[config.mk]
export PLATFORM = sky130hd
export DESIGN_NAME = lsu_align_unit
export DESIGN_NICKNAME = d
export VERILOG_FILES = /design/src/rtl/lsu_align_unit_pkg.sv /design/src/rtl/lsu_align_unit_load_extend.sv /design/src/rtl/lsu_align_unit.sv
export SDC_FILE = /design/constraint.sdc
export NUM_CORES = 1
export LEC_CHECK = 0
export ABC_AREA = 0
export BUFFER_PORTS_ARGS = -buffer_cell sky130_fd_sc_hd__clkbuf_2
export CAP_MARGIN = 15
export CORE_MARGIN = 2
export CORE_UTILIZATION = 27
export DETAILED_ROUTE_END_ITERATION = 8
export PLACE_DENSITY = 0.52
export SETUP_SLACK_MARGIN = 0.4
export SKIP_LAST_GASP = 1
export SLEW_MARGIN = 20
export SYNTH_ARGS = -nofsm -noshare
export SYNTH_HDL_FRONTEND = slang
export SYNTH_SLANG_ARGS = --single-unit
export TNS_END_PERCENT = 5
[constraint.sdc]
create_clock -name clk -period 4.56 [get_ports clk]
set_clock_uncertainty 0.2 [all_clocks]
set_input_delay 0.912 -clock clk [delete_from_list [all_inputs] [get_ports clk]]
set_output_delay 0.912 -clock clk [all_outputs]
set_load 0.01 [all_outputs]
[src/rtl/lsu_align_unit_pkg.sv]
`default_nettype none
// ============================================================================
// Module      : lsu_align_unit_pkg
// Description : Shared access-type codes, FSM states and sizing helpers for
//               the load/store alignment unit.
// Revision    : 1.0 - initial release
// ============================================================================
package lsu_align_unit_pkg;

  localparam logic [2:0] LSU_LB  = 3'b000;
  localparam logic [2:0] LSU_LH  = 3'b001;
  localparam logic [2:0] LSU_LW  = 3'b010;
  localparam logic [2:0] LSU_LD  = 3'b011;
  localparam logic [2:0] LSU_LBU = 3'b100;
  localparam logic [2:0] LSU_LHU = 3'b101;
  localparam logic [2:0] LSU_LWU = 3'b110;

  typedef enum logic [2:0] {
    ST_IDLE  = 3'd0,
    ST_REQ   = 3'd1,
    ST_WAIT  = 3'd2,
    ST_RESP  = 3'd3,
    ST_DRAIN = 3'd4
  } lsu_state_e;

  function automatic int lsu_off_w(input int xlen);
    return $clog2(xlen / 8);
  endfunction

  function automatic logic lsu_legal(input logic [2:0] t, input int xlen);
    case (t)
      LSU_LB, LSU_LH, LSU_LW, LSU_LBU, LSU_LHU: return 1'b1;
      LSU_LD, LSU_LWU:                          return (xlen == 64);
      default:                                  return 1'b0;
    endcase
  endfunction

  // log2 of the access size in bytes; an illegal type covers the full bus
  function automatic logic [1:0] lsu_size(input logic [2:0] t, input int xlen);
    if (lsu_legal(t, xlen)) return t[1:0];
    return (xlen == 64) ? 2'd3 : 2'd2;
  endfunction

  function automatic logic [2:0] lsu_low_mask(input logic [1:0] sz);
    return (3'b001 << sz) - 3'b001;
  endfunction

endpackage
`default_nettype wire

[src/rtl/lsu_align_unit_load_extend.sv]
`default_nettype none
// ============================================================================
// Module      : lsu_load_extend
// Description : Combinational lane extraction and sign/zero extension of
//               load return data.
// Revision    : 1.0 - initial release
// ============================================================================
module lsu_load_extend
  import lsu_align_unit_pkg::*;
#(
  parameter int XLEN  = 32,
  parameter int OFF_W = lsu_off_w(XLEN)
) (
  input  logic [2:0]       i_type,
  input  logic [OFF_W-1:0] i_off,
  input  logic [XLEN-1:0]  i_rdata,
  output logic [XLEN-1:0]  o_result
);

  logic [XLEN-1:0] w_shifted;
  logic [XLEN-1:0] w_word_s;
  logic [XLEN-1:0] w_word_u;

  assign w_shifted = i_rdata >> {i_off, 3'b000};

  generate
    if (XLEN == 64) begin : g_x64
      assign w_word_s = {{32{w_shifted[31]}}, w_shifted[31:0]};
      assign w_word_u = {32'b0, w_shifted[31:0]};
    end else begin : g_x32
      assign w_word_s = w_shifted;
      assign w_word_u = w_shifted;
    end
  endgenerate

  always_comb begin
    o_result = i_rdata;
    case (i_type)
      LSU_LB:  o_result = {{(XLEN-8){w_shifted[7]}}, w_shifted[7:0]};
      LSU_LBU: o_result = {{(XLEN-8){1'b0}}, w_shifted[7:0]};
      LSU_LH:  o_result = {{(XLEN-16){w_shifted[15]}}, w_shifted[15:0]};
      LSU_LHU: o_result = {{(XLEN-16){1'b0}}, w_shifted[15:0]};
      LSU_LW:  o_result = w_word_s;
      LSU_LWU: o_result = w_word_u;
      LSU_LD:  o_result = w_shifted;
      default: o_result = i_rdata;
    endcase
  end

endmodule
`default_nettype wire

[src/rtl/lsu_align_unit.sv]
`default_nettype none
// ============================================================================
// Module      : lsu_align_unit
// Description : Load/store alignment unit: request FSM, store lane packing,
//               load extraction and flush handling. Define
//               LSU_MISALIGN_EXC_EN to report misaligned/illegal accesses
//               instead of truncating the offset.
// Revision    : 1.0 - initial release
// ============================================================================
module lsu_align_unit
  import lsu_align_unit_pkg::*;
#(
  parameter int XLEN   = 32,
  parameter int ADDR_W = 32
) (
  input  logic                clk,
  input  logic                rstn,
  input  logic                flush,
  input  logic                req_valid,
  output logic                req_ready,
  input  logic                req_we,
  input  logic [2:0]          req_type,
  input  logic [ADDR_W-1:0]   req_addr,
  input  logic [XLEN-1:0]     req_wdata,
  output logic                resp_valid,
  output logic [XLEN-1:0]     resp_rdata,
  output logic                resp_misalign,
  output logic                mem_req,
  input  logic                mem_gnt,
  output logic                mem_we,
  output logic [ADDR_W-1:0]   mem_addr,
  output logic [XLEN/8-1:0]   mem_be,
  output logic [XLEN-1:0]     mem_wdata,
  input  logic                mem_rvalid,
  input  logic [XLEN-1:0]     mem_rdata
);

  localparam int BE_W  = XLEN / 8;
  localparam int OFF_W = lsu_off_w(XLEN);

  lsu_state_e         r_state;
  lsu_state_e         w_state_nxt;
  logic               r_we;
  logic [2:0]         r_type;
  logic [ADDR_W-1:0]  r_addr;
  logic [XLEN-1:0]    r_wdata;
  logic [XLEN-1:0]    r_rdata;

  logic               w_accept;
  logic [1:0]         w_size;
  logic [2:0]         w_lowm;
  logic [OFF_W-1:0]   w_off;
  logic [BE_W-1:0]    w_size_mask;
  logic [BE_W-1:0]    w_be;
  logic [XLEN-1:0]    w_wdata_rep;
  logic [XLEN-1:0]    w_ld_result;

  assign w_accept = req_valid && req_ready && !flush;

`ifdef LSU_MISALIGN_EXC_EN
  logic               r_mis;
  logic [1:0]         w_req_size;
  logic [2:0]         w_req_lowm;
  logic               w_req_mis;

  assign w_req_size = lsu_size(req_type, XLEN);
  assign w_req_lowm = lsu_low_mask(w_req_size);
  assign w_req_mis  = !lsu_legal(req_type, XLEN) ||
                      ((req_addr[OFF_W-1:0] & w_req_lowm[OFF_W-1:0]) != '0);
`endif

  // Offset is forced down to the access-size boundary so a misaligned access
  // that reaches memory still lands on a legal lane.
  assign w_size = lsu_size(r_type, XLEN);
  assign w_lowm = lsu_low_mask(w_size);
  assign w_off  = r_addr[OFF_W-1:0] & ~w_lowm[OFF_W-1:0];

  always_comb begin
    w_size_mask = '0;
    for (int i = 0; i < BE_W; i++) begin
      w_size_mask[i] = (i < (1 << w_size));
    end
  end

  assign w_be = w_size_mask << w_off;

  always_comb begin
    w_wdata_rep = '0;
    for (int i = 0; i < BE_W; i++) begin
      case (w_size)
        2'd0:    w_wdata_rep[i*8 +: 8] = r_wdata[7:0];
        2'd1:    w_wdata_rep[i*8 +: 8] = r_wdata[(i%2)*8 +: 8];
        2'd2:    w_wdata_rep[i*8 +: 8] = r_wdata[(i%4)*8 +: 8];
        default: w_wdata_rep[i*8 +: 8] = r_wdata[(i%8)*8 +: 8];
      endcase
    end
  end

  lsu_load_extend #(
    .XLEN  (XLEN),
    .OFF_W (OFF_W)
  ) u_load_extend (
    .i_type   (r_type),
    .i_off    (w_off),
    .i_rdata  (mem_rdata),
    .o_result (w_ld_result)
  );

  always_comb begin
    w_state_nxt = r_state;
    case (r_state)
      ST_IDLE: begin
        if (w_accept) begin
`ifdef LSU_MISALIGN_EXC_EN
          w_state_nxt = w_req_mis ? ST_RESP : ST_REQ;
`else
          w_state_nxt = ST_REQ;
`endif
        end
      end
      ST_REQ: begin
        if (mem_gnt) begin
          if (flush)      w_state_nxt = ST_DRAIN;
          else if (r_we)  w_state_nxt = ST_RESP;
          else            w_state_nxt = ST_WAIT;
        end else if (flush) begin
          w_state_nxt = ST_IDLE;
        end
      end
      ST_WAIT: begin
        // Data returning in the flush cycle means nothing is left to drain
        if (flush)           w_state_nxt = mem_rvalid ? ST_IDLE : ST_DRAIN;
        else if (mem_rvalid) w_state_nxt = ST_RESP;
      end
      ST_RESP:  w_state_nxt = ST_IDLE;
      ST_DRAIN: begin
        if (r_we || mem_rvalid) w_state_nxt = ST_IDLE;
      end
      default:  w_state_nxt = ST_IDLE;
    endcase
  end

  always_ff @(posedge clk or negedge rstn) begin
    if (!rstn) begin
      r_state <= ST_IDLE;
      r_we    <= 1'b0;
      r_type  <= 3'b000;
      r_addr  <= '0;
      r_wdata <= '0;
      r_rdata <= '0;
`ifdef LSU_MISALIGN_EXC_EN
      r_mis   <= 1'b0;
`endif
    end else begin
      r_state <= w_state_nxt;
      if (w_accept) begin
        r_we    <= req_we;
        r_type  <= req_type;
        r_addr  <= req_addr;
        r_wdata <= req_wdata;
`ifdef LSU_MISALIGN_EXC_EN
        r_mis   <= w_req_mis;
        if (w_req_mis) r_rdata <= '0;
`endif
      end
      if (r_state == ST_WAIT && mem_rvalid && !flush) begin
        r_rdata <= w_ld_result;
      end
    end
  end

  assign req_ready  = (r_state == ST_IDLE);
  assign resp_valid = (r_state == ST_RESP);
  assign resp_rdata = r_rdata;
  assign mem_req    = (r_state == ST_REQ);
  assign mem_we     = mem_req && r_we;
  assign mem_be     = mem_req ? w_be : '0;
  assign mem_addr   = {r_addr[ADDR_W-1:OFF_W], {OFF_W{1'b0}}};
  assign mem_wdata  = w_wdata_rep;

`ifdef LSU_MISALIGN_EXC_EN
  assign resp_misalign = resp_valid && r_mis;
`else
  assign resp_misalign = 1'b0;
`endif

endmodule
`default_nettype wire

==> impl_metrics.py, run 1 <==
metrics = {
    "critical_path": {
        "r2r-end": "resp_rdata[30]$_DFFE_PN0P_",
        "crit_slowest_cell": "and2_1",
        "crit_chain": "buf_4 > nor2_1 > and2_1 > nand2b_1 > nor2_1 > clkbuf_2",
        "endpoint_kind": "output pin",
        "cp_num_buf_inv": 2,
        "crit_top_cell": "nor2_1",
        "slowest_delay_ps": 500,
        "worstSetupStartpointType": "register",
        "critical_path_class": "reg -> out",
        "cp_max_fo": 23,
        "worst_ep_required_time_ps": 3450,
        "r2r_cells": 7,
        "worstPathArrival_ps": 2020,
        "crit_family": "simple AND/OR/NAND/NOR gates",
        "worstReg2RegStart": "r_type[1]$_DFFE_PN0P_",
        "r2r_slack_ps": 1840,
    },
    "cts": {
        "ctsHtreeMaxLevel": 3,
        "cts_resized": 0,
        "clock_path_buffers": 2,
        "insertion_delay_ps": 350,
        "cts_tree": "done",
        "clkTransAtPathRegs_ps": 70,
        "post-cts-setup-buffers": 0,
        "hold_buffers": 0,
        "root_buffer": "clkbuf_16",
        "cts_sinks": 103,
        "cts_buffers": 9,
    },
    "routing": {
        "drtIter0Drc": 181,
        "via_per_inst": 4.68,
        "ant_nets": 0,
        "firstDrtPassIters": 4,
        "routed_wl_um": 13800,
        "vias": 3870,
        "route.detailed.drc": 0,
        "wl_per_cell_um": 16.7,
    },
    "pwr": {
        "vdd_ir_drop_max_mv": 0.196,
        "power.density_nw_per_um2": 571,
        "leakage_nw": 3.10,
    },
    "floorplan": {
        "die_y_um": 142,
        "io_pins": 211,
        "fp.dieW_um": 142,
        "initial_utilization": 0.275,
        "dieArea_sq_um": 20200,
        "core_sq_um": 18700,
        "rows": 50,
    },
    "finish": {
        "fin_nets": 694,
        "n_antenna_cell": 0,
        "fillers": 1891,
        "syn_to_final_growth_pct": 25.5,
        "mostFrequentLayoutCell": "clkbuf_2",
        "layout_common_cells": "206 x clkbuf_2, 102 x dfrtp_1, 92 x mux2_2",
        "final_util": 0.346,
        "drive_gt1_frac": 0.568,
    },
    "timing": {
        "fin_tns_setup_ps": 0,
        "setup_slack_ps": 1430,
        "relSlewSlack": 0.342,
        "maxSlewViolCount": 0,
        "finalCritPeriodShare": 0.686,
        "hold_ws_ps": 302,
        "finalSetupViolCount": 0,
        "rsz0062_at_grt": "false",
        "clock.fmax_ghz": 0.320,
        "fin_crit_ps": 3130,
        "worst_slew_pin_slew_ps": 988,
        "hold_viol_final": 0,
    },
    "grt": {
        "grt_util_met1": 0.172,
        "grt-busiest-layer": "met2",
        "grt_pass1_vias": 4069,
        "grt_overflow": 0,
        "grt.total_usage": 0.139,
        "antenna_found_initial": 1,
        "grt_max_degree": 69,
        "met2_usage": 0.229,
        "grt_first_pass_wirelength_um": 21800,
        "grt_use_met3": 0.0373,
    },
    "synthesis": {
        "syn-cell-area_sq_um": 5150,
        "yosys_warnings": 0,
        "post-synth-top-area-cell": "dfrtp_1",
        "synth_top_area_frac": 0.500,
        "ys_seq_area_frac": 0.500,
        "ys_types": 38,
        "avgSynthCellArea_sq_um": 12.1,
        "ys_ff_latch": 103,
        "synth_area_leaders": "dfrtp_1 50%, mux2_2 20%, buf_4 6.3%",
        "synthCells": 427,
    },
    "placed_design": {
        "pre_cts_ws_ps": 1520,
        "hpwl_um": 10100,
        "portBuffers": 207,
        "gp_congestion": 0.773,
    },
    "hold_path": {
        "min_path_cells": 1,
        "hold_path_class": "reg -> reg",
        "hold_start": "r_addr[10]$_DFFE_PN0P_",
        "min_to": "r_addr[10]$_DFFE_PN0P_",
    },
    "job": {
        "max_cap_viol_count": 0,
    },
    "run_status": {
        "outcome": "finished, final reports clean",
    },
}
[metal layers]
metal | part of all wire | wire length [um] | up-vias
met5 | 0.00094 | 13 | -
met4 | 0.024 | 329 | 2
met3 | 0.073 | 1000 | 19
met2 | 0.49 | 6750 | 144
met1 | 0.41 | 5710 | 1922
li1 | - | - | 1783
[stage by stage]
step / power [mW] / instance area [sq um] / cells
final: 3.69 / 6470 / 827
after global routing: 3.96 / 6470 / 827
after CTS: 3.76 / 6470 / 827
after detailed placement: 2.91 / 6150 / 811
after global placement: 2.88 / 6150 / 811
after floorplan: 2.42 / 5160 / 429
[Yosys cell counts]
cell,count
dfrtp_1,103
mux2_2,92
buf_4,43
nor2_1,28
and2_1,18
nand2_1,17
o21ai_0,17
o22a_1,16
clkbuf_1,12
a221oi_1,9
mux2i_1,9
buf_1,8
inv_1,8
a22oi_1,7
mux4_2,7
a21oi_1,4
nand3_1,3
nor2b_1,3
buf_2,2
nor3_1,2
or2_2,2
a21boi_0,1
a222oi_1,1
a2bb2oi_1,1
and2_0,1
and3_1,1
buf_6,1
clkbuf_2,1
conb_1,1
nand2b_1,1
nand2b_2,1
nand3b_1,1
nor2b_2,1
nor3b_1,1
nor4b_2,1
o21bai_1,1
o311a_1,1
o31ai_1,1
[worst max path at each step]
stage / startpoint / to / depth (start not counted)
floorplan: r_type[0]$_DFFE_PN0P_ / mem_wdata[24] / 4
global placement: flush / r_wdata[8]$_DFFE_PN0P_ / 4
detailed placement: flush / r_wdata[2]$_DFFE_PN0P_ / 4
CTS: r_type[1]$_DFFE_PN0P_ / mem_be[0] / 5
global route: r_type[1]$_DFFE_PN0P_ / mem_be[0] / 5
finish: r_type[0]$_DFFE_PN0P_ / mem_be[0] / 6
[registers in the layout, indices dropped and copies added (netlist names)]
register and flops:
r_type 3, r_state 3, r_we 1, r_addr 32
resp_rdata 32, r_wdata 32
[power by group]
part	internal, mW	total (mW)	switching (mW)	leakage [nW]
Sequential	1.24	1.46	0.226	1.23
Clock	0.461	0.827	0.366	0.156
Combinational	0.714	1.40	0.685	1.72
[cells by family after synthesis]
logic type	count (synthesis)	synth area share
AOI/OAI and AO/OA	59	0.0831
buffers and inverters	75	0.0882
DFF	103	0.500
muxes	108	0.249
other	1	0.000728
and+or+nand+nor	81	0.0785
[cell type report]
class	instances	area, sq um	share of cell area
repair buffers	215	1100	0.170
clock inverters	5	65.1	0.0101
well taps	234	293	0.0453
clock buffers	11	253	0.0391
inverters	8	30.0	0.00464
flip-flops and latches	103	2580	0.399
multi-input cells	251	2150	0.332
Power figures use the tool's default switching activity.
==> inputs of run 2 (changes only) <==
ABC_AREA = 1   (was 0)
PLACE_DENSITY = 0.53   (was 0.52)
clock period = 2.82 ns   (was 4.56 ns; I/O delays follow)
==> run 2 against run 1 <==
  * Wire length grew 20%
  * Die area grew 8.0%
  * Non-clock buffer count grew 7
  * Utilization is essentially flat
  * Worst setup slack lost 1000 ps
  * Total power grew 110%
  * Critical endpoint is now mem_wdata[24]
==> impl_metrics.py, run 2 <==
metrics = {
    "run_status": {
        "outcome": "finished, final reports clean",
    },
    "critical_path": {
        "critical_path_class": "reg -> out",
        "endpoint_kind": "output pin",
        "worst_ep_required_time_ps": 2060,
        "r2r-end": "r_wdata[18]$_DFFE_PN0P_",
        "r2r_slack_ps": 520,
        "r2r_cells": 5,
        "worstSetupStartpointType": "register",
        "cp_max_fo": 17,
        "worstReg2RegStart": "r_state[1]$_DFFE_PN0P_",
        "worstPathArrival_ps": 1650,
    },
    "cts": {
        "insertion_delay_ps": 350,
        "cts_buffers": 9,
        "cts_sinks": 103,
        "ctsHtreeMaxLevel": 3,
        "hold_buffers": 0,
        "clkTransAtPathRegs_ps": 70,
        "cts_tree": "done",
        "clock_path_buffers": 2,
        "root_buffer": "clkbuf_16",
    },
    "routing": {
        "drtIter0Drc": 194,
        "firstDrtPassIters": 4,
        "route.detailed.drc": 0,
        "vias": 4819,
        "ant_nets": 0,
        "via_per_inst": 4.48,
        "wl_per_cell_um": 15.3,
        "routed_wl_um": 16500,
    },
    "floorplan": {
        "rows": 52,
        "fp.dieW_um": 148,
        "io_pins": 211,
        "die_y_um": 148,
        "core_sq_um": 20200,
        "dieArea_sq_um": 21800,
        "initial_utilization": 0.276,
    },
    "pwr": {
        "leakage_nw": 3.75,
        "power.share.switching": 0.425,
        "seq_power_share": 0.348,
        "power.density_nw_per_um2": 1100,
        "switchingPower_mw": 3.27,
        "combPwrFrac": 0.486,
        "clkPwrFrac": 0.166,
        "intPower_mw": 4.41,
        "vdd_ir_drop_max_mv": 0.488,
    },
    "synthesis": {
        "synth_edf_count": 0,
        "syn-cell-area_sq_um": 5580,
        "async_reset_ff_frac": 1.00,
        "ys_types": 26,
        "avgSynthCellArea_sq_um": 8.70,
        "synthTopCellsByCount": "169 x nand2_1, 103 x dfrtp_1, 58 x mux2_1, 58 x nand3_1, 46 x inv_1",
        "synthCells": 641,
        "ys_seq_area_frac": 0.462,
        "synth_area_leaders": "dfrtp_1 46%, mux2_1 12%, nand2_1 11%",
        "synth_top_area_frac": 0.462,
        "post-synth-top-area-cell": "dfrtp_1",
        "synth_ff_type": "dfrtp_1",
        "ys_ff_latch": 103,
        "yosys_warnings": 0,
        "synth.most_common_cell": "nand2_1",
    },
    "timing": {
        "worst_slew_pin_slew_ps": 638,
        "fin_tns_setup_ps": 0,
        "hold_viol_final": 0,
        "maxSlewViolCount": 0,
        "hold_ws_ps": 78.3,
        "fin_crit_ps": 2420,
        "relSlewSlack": 0.574,
        "finalSetupViolCount": 0,
        "setup_slack_ps": 404,
        "finalCritPeriodShare": 0.857,
        "rsz0062_at_grt": "true",
        "clock.fmax_ghz": 0.414,
    },
    "grt": {
        "grt_overflow": 0,
        "grt_pass1_vias": 4634,
        "grt_max_degree": 104,
        "grt_first_pass_wirelength_um": 25800,
        "grt.total_usage": 0.152,
        "antenna_found_initial": 0,
    },
    "finish": {
        "fin_cells": 1076,
        "drive_gt1_frac": 0.337,
        "mostFrequentLayoutCell": "clkbuf_2",
        "fin_nets": 907,
        "n_antenna_cell": 0,
        "layout_common_cells": "206 x clkbuf_2, 167 x nand2_1, 99 x dfrtp_1",
        "syn_to_final_growth_pct": 25.2,
        "final_util": 0.345,
    },
    "placed_design": {
        "portBuffers": 207,
        "pre_cts_ws_ps": 378,
        "dp_cells": 1054,
        "hpwl_um": 11900,
        "gp_congestion": 0.789,
    },
    "hold_path": {
        "hold_path_class": "in -> async",
    },
    "job": {
        "max_cap_viol_count": 0,
    },
}
[run 2: worst max path at each step]
stage	from	endpoint	slack (ps)	cells after the start
after floorplan	r_type[1]$_DFFE_PN0P_	mem_wdata[15]	670	7
after global placement	r_type[1]$_DFFE_PN0P_	mem_be[0]	420	5
after detailed placement	r_type[1]$_DFFE_PN0P_	mem_be[0]	380	5
after CTS	r_type[0]$_DFFE_PN0P_	mem_wdata[24]	390	5
after global routing	r_type[1]$_DFFE_PN0P_	mem_wdata[24]	340	5
final	r_type[0]$_DFFE_PN0P_	mem_wdata[24]	400	5
[run 2: routing by layer]
| metal | share of wire | wire, um | track usage |
|---|---|---|---|
| met2 | 0.46 | 7550 | 0.237 |
| met5 | 0 | 0 | 0 |
| met4 | 0.013 | 209 | 0.0471 |
| met1 | 0.45 | 7460 | 0.206 |
| met3 | 0.078 | 1280 | 0.0410 |
[run 2: metrics by stage]
stage	total power, mW	instance area, sq um
2_1_floorplan	5.21	5590
3_3_place_gp	6.33	6590
3_5_place_dp	6.35	6590
4_1_cts	7.80	6980
5_1_grt	8.30	6990
6_report	7.68	6990
[run 2: critical path, cell delays in order (launching register included)]
cell and delay (ps):
dfrtp_2 450, nor2_4 220, buf_12 180, nand2_1 90, o211ai_1 160, clkbuf_2 190
[run 2: cell type report]
cell class,count,area (sq um)
flip-flops and latches,103,2580
fillers,2132,13200
inverters,54,208
clock inverters,6,58.8
clock buffers,10,229
well taps,270,338
multi-input cells,411,2360
repair buffers,222,1210
[run 2: what timing repair did]
action,in CTS,in global routing
gates cloned,0,0
endpoints found under the setup margin,20,41
pin swaps,2,0
gates resized for setup,16,2
setup buffers,6,0
[run 2: cell families (layout without fill, tap and decap cells)]
kind of cell | Yosys count | in the layout | synth area share
AO/OA/AOI/OAI | 91 | 91 | 0.0987
buffers and inverters | 129 | 292 | 0.124
flip-flops | 103 | 103 | 0.462
multiplexers | 58 | 58 | 0.117
other | 1 | 3 | 0.000672
AND/OR/NAND/NOR | 259 | 259 | 0.197
[run 2: power groups by stage]
stage / registers (mW) / logic (mW) / clock network [mW]
2_1_floorplan: 2.63 / 2.58 / 0
3_3_place_gp: 2.69 / 3.64 / 0
3_5_place_dp: 2.71 / 3.65 / 0
4_1_cts: 2.68 / 3.80 / 1.32
5_1_grt: 2.77 / 4.15 / 1.38
6_report: 2.67 / 3.73 / 1.28
==> inputs of run 3 (changes only) <==
CORE_UTILIZATION = 45   (was 27)
PLACE_DENSITY = 0.79   (was 0.53)
RECOVER_POWER = 25   (was unset)
==> run 3 against run 2 <==
  * Clock power is 6% lower
  * Via count is 1.7% higher
  * Die area down 39%
  * Sequential share of layout area rose by 1.0 points
  * Final cell count down 9.7%
  * First-iteration DRC count is 82% higher
  * Clock-buffer cell count up 2
  * Utilization rose by 22 points
  * Register-to-register slack gained 40 ps
  * Sequential cell count stayed put
  * Hold slack improved by 120 ps
  * Highest routed layer unchanged
==> impl_metrics.py, run 3 (same netlist as run 2, synthesis figures left out) <==
metrics = {
    "pwr": {
        "combPwrFrac": 0.483,
        "clkPwrFrac": 0.160,
        "power.share.switching": 0.424,
        "seq_power_share": 0.357,
        "power.density_nw_per_um2": 1110,
        "leakage_nw": 3.73,
        "switchingPower_mw": 3.18,
        "intPower_mw": 4.33,
        "vdd_ir_drop_max_mv": 0.591,
    },
    "critical_path": {
        "worstSetupStartpointType": "register",
        "crit_chain": "nand2_2 > nand2_2 > nor2_1 > clkbuf_2",
        "critical_path_class": "reg -> out",
        "endpoint_kind": "output pin",
        "r2r_slack_ps": 560,
        "worstReg2RegStart": "r_state[0]$_DFFE_PN0P_",
        "crit_slowest_cell": "dfrtp_2",
        "r2r-end": "r_addr[27]$_DFFE_PN0P_",
        "cp_max_fo": 15,
        "worstPathArrival_ps": 1630,
        "slowest_delay_ps": 520,
        "crit_top_cell": "nand2_2",
        "worst_ep_required_time_ps": 2060,
        "r2r_cells": 4,
    },
    "placed_design": {
        "hpwl_um": 10900,
        "portBuffers": 207,
        "pre_cts_ws_ps": 446,
        "dp_cells": 954,
        "gp_congestion": 0.885,
    },
    "timing": {
        "finalSetupViolCount": 0,
        "fin_crit_ps": 2390,
        "relSlewSlack": 0.281,
        "fin_tns_setup_ps": 0,
        "maxSlewViolCount": 0,
        "hold_viol_final": 0,
        "rsz0062_at_grt": "true",
        "worst_slew_pin_slew_ps": 1080,
        "finalCritPeriodShare": 0.848,
        "clock.fmax_ghz": 0.418,
        "setup_slack_ps": 428,
    },
    "floorplan": {
        "initial_utilization": 0.462,
        "io_pins": 211,
        "dieArea_sq_um": 13300,
        "die_y_um": 115,
        "fp.dieW_um": 115,
        "core_sq_um": 12100,
        "rows": 40,
    },
    "routing": {
        "firstDrtPassIters": 4,
        "vias": 4900,
        "via_per_inst": 5.04,
        "drtIter0Drc": 353,
        "wl_per_cell_um": 15.1,
        "ant_nets": 0,
        "routed_wl_um": 14700,
        "route.detailed.drc": 0,
    },
    "finish": {
        "fillers": 1138,
        "seqCellArea_sq_um": 2580,
        "fin_cells": 972,
        "n_antenna_cell": 0,
        "multi_input_area_sq_um": 2350,
        "syn_to_final_growth_pct": 21.8,
        "mostFrequentLayoutCell": "clkbuf_2",
        "layout_common_cells": "209 x clkbuf_2, 166 x nand2_1, 100 x dfrtp_1",
        "fin_nets": 905,
        "drive_gt1_frac": 0.335,
    },
    "cts": {
        "insertion_delay_ps": 350,
        "cts_buffers": 9,
        "clock_path_buffers": 2,
        "root_buffer": "clkbuf_16",
        "ctsHtreeMaxLevel": 3,
        "clkTransAtPathRegs_ps": 70,
        "hold_buffers": 0,
        "cts_tree": "done",
        "cts_sinks": 103,
    },
    "grt": {
        "grt.total_usage": 0.229,
        "grt_pass1_vias": 4794,
        "grt_max_degree": 57,
        "grt_overflow": 0,
        "grt_first_pass_wirelength_um": 23500,
        "antenna_found_initial": 0,
    },
    "hold_path": {
        "hold_path_class": "in -> async",
    },
    "job": {
        "max_cap_viol_count": 0,
    },
    "run_status": {
        "outcome": "finished, final reports clean",
    },
}
run 3: cell types whose count changed in the layout (fill, tap and decap cells not counted), sizes merged:
cell,previous run,this run
buf,16,11
bufinv,1,0
clkbuf,216,221
clkinv,5,4
run 3: metal layers:
layer,track usage,share of wire
met1,0.285,0.41
met2,0.381,0.49
met3,0.0738,0.087
met4,0.0691,0.014
met5,0,0
run 3: what timing repair did:
item                                    in CTS  in global routing
setup buffers                                2                  0
endpoints found under the setup margin      20                 19
resized for setup                            6                  8
hold endpoints to repair                     0                  0
pin swaps                                    1                  0
run 3: worst max-delay path: cells and delay by family (launching register included):
kind | cells | cell delay [ps]
buf+inv | 1 | 150
flops | 1 | 520
simple gates | 3 | 600
run 3: how the worst max path moves through the flow:
stage	startpoint	slack [ps]	end
after floorplan	r_type[1]$_DFFE_PN0P_	670	mem_wdata[15]
after global placement	r_type[1]$_DFFE_PN0P_	530	mem_be[0]
after detailed placement	r_type[1]$_DFFE_PN0P_	450	resp_rdata[19]$_DFFE_PN0P_
after CTS	r_type[1]$_DFFE_PN0P_	340	mem_be[0]
after global routing	rstn	290	r_type[0]$_DFFE_PN0P_
final	r_addr[0]$_DFFE_PN0P_	430	mem_be[0]
run 3: stage by stage:
stage          instance area (sq um)  hold slack (ps)  total power, mW  utilization
2_1_floorplan                   5590             68.4             5.21            -
3_3_place_gp                    6470              263             6.20        0.537
3_5_place_dp                    6470              265             6.29        0.537
4_1_cts                         6790             16.9             7.56        0.563
5_1_grt                         6790              209             8.11        0.563
6_report                        6790              198             7.51        0.563
run 3: area by class of cell:
cell class	count	area share
clock buffer	12	0.0378
clock inverter	4	0.00405
tap	168	0.0310
inverter	54	0.0306
timing repair buffer	220	0.170
sequential	103	0.380
multi-input combinational	411	0.346
run 3: power groups by stage:
stage               clock [mW]  combinational [mW]  sequential (mW)
floorplan                    0                2.58             2.63
global placement             0                3.53             2.67
detailed placement           0                3.60             2.69
CTS                       1.24                3.64             2.68
global route              1.29                4.04             2.78
finish                    1.20                3.63             2.68
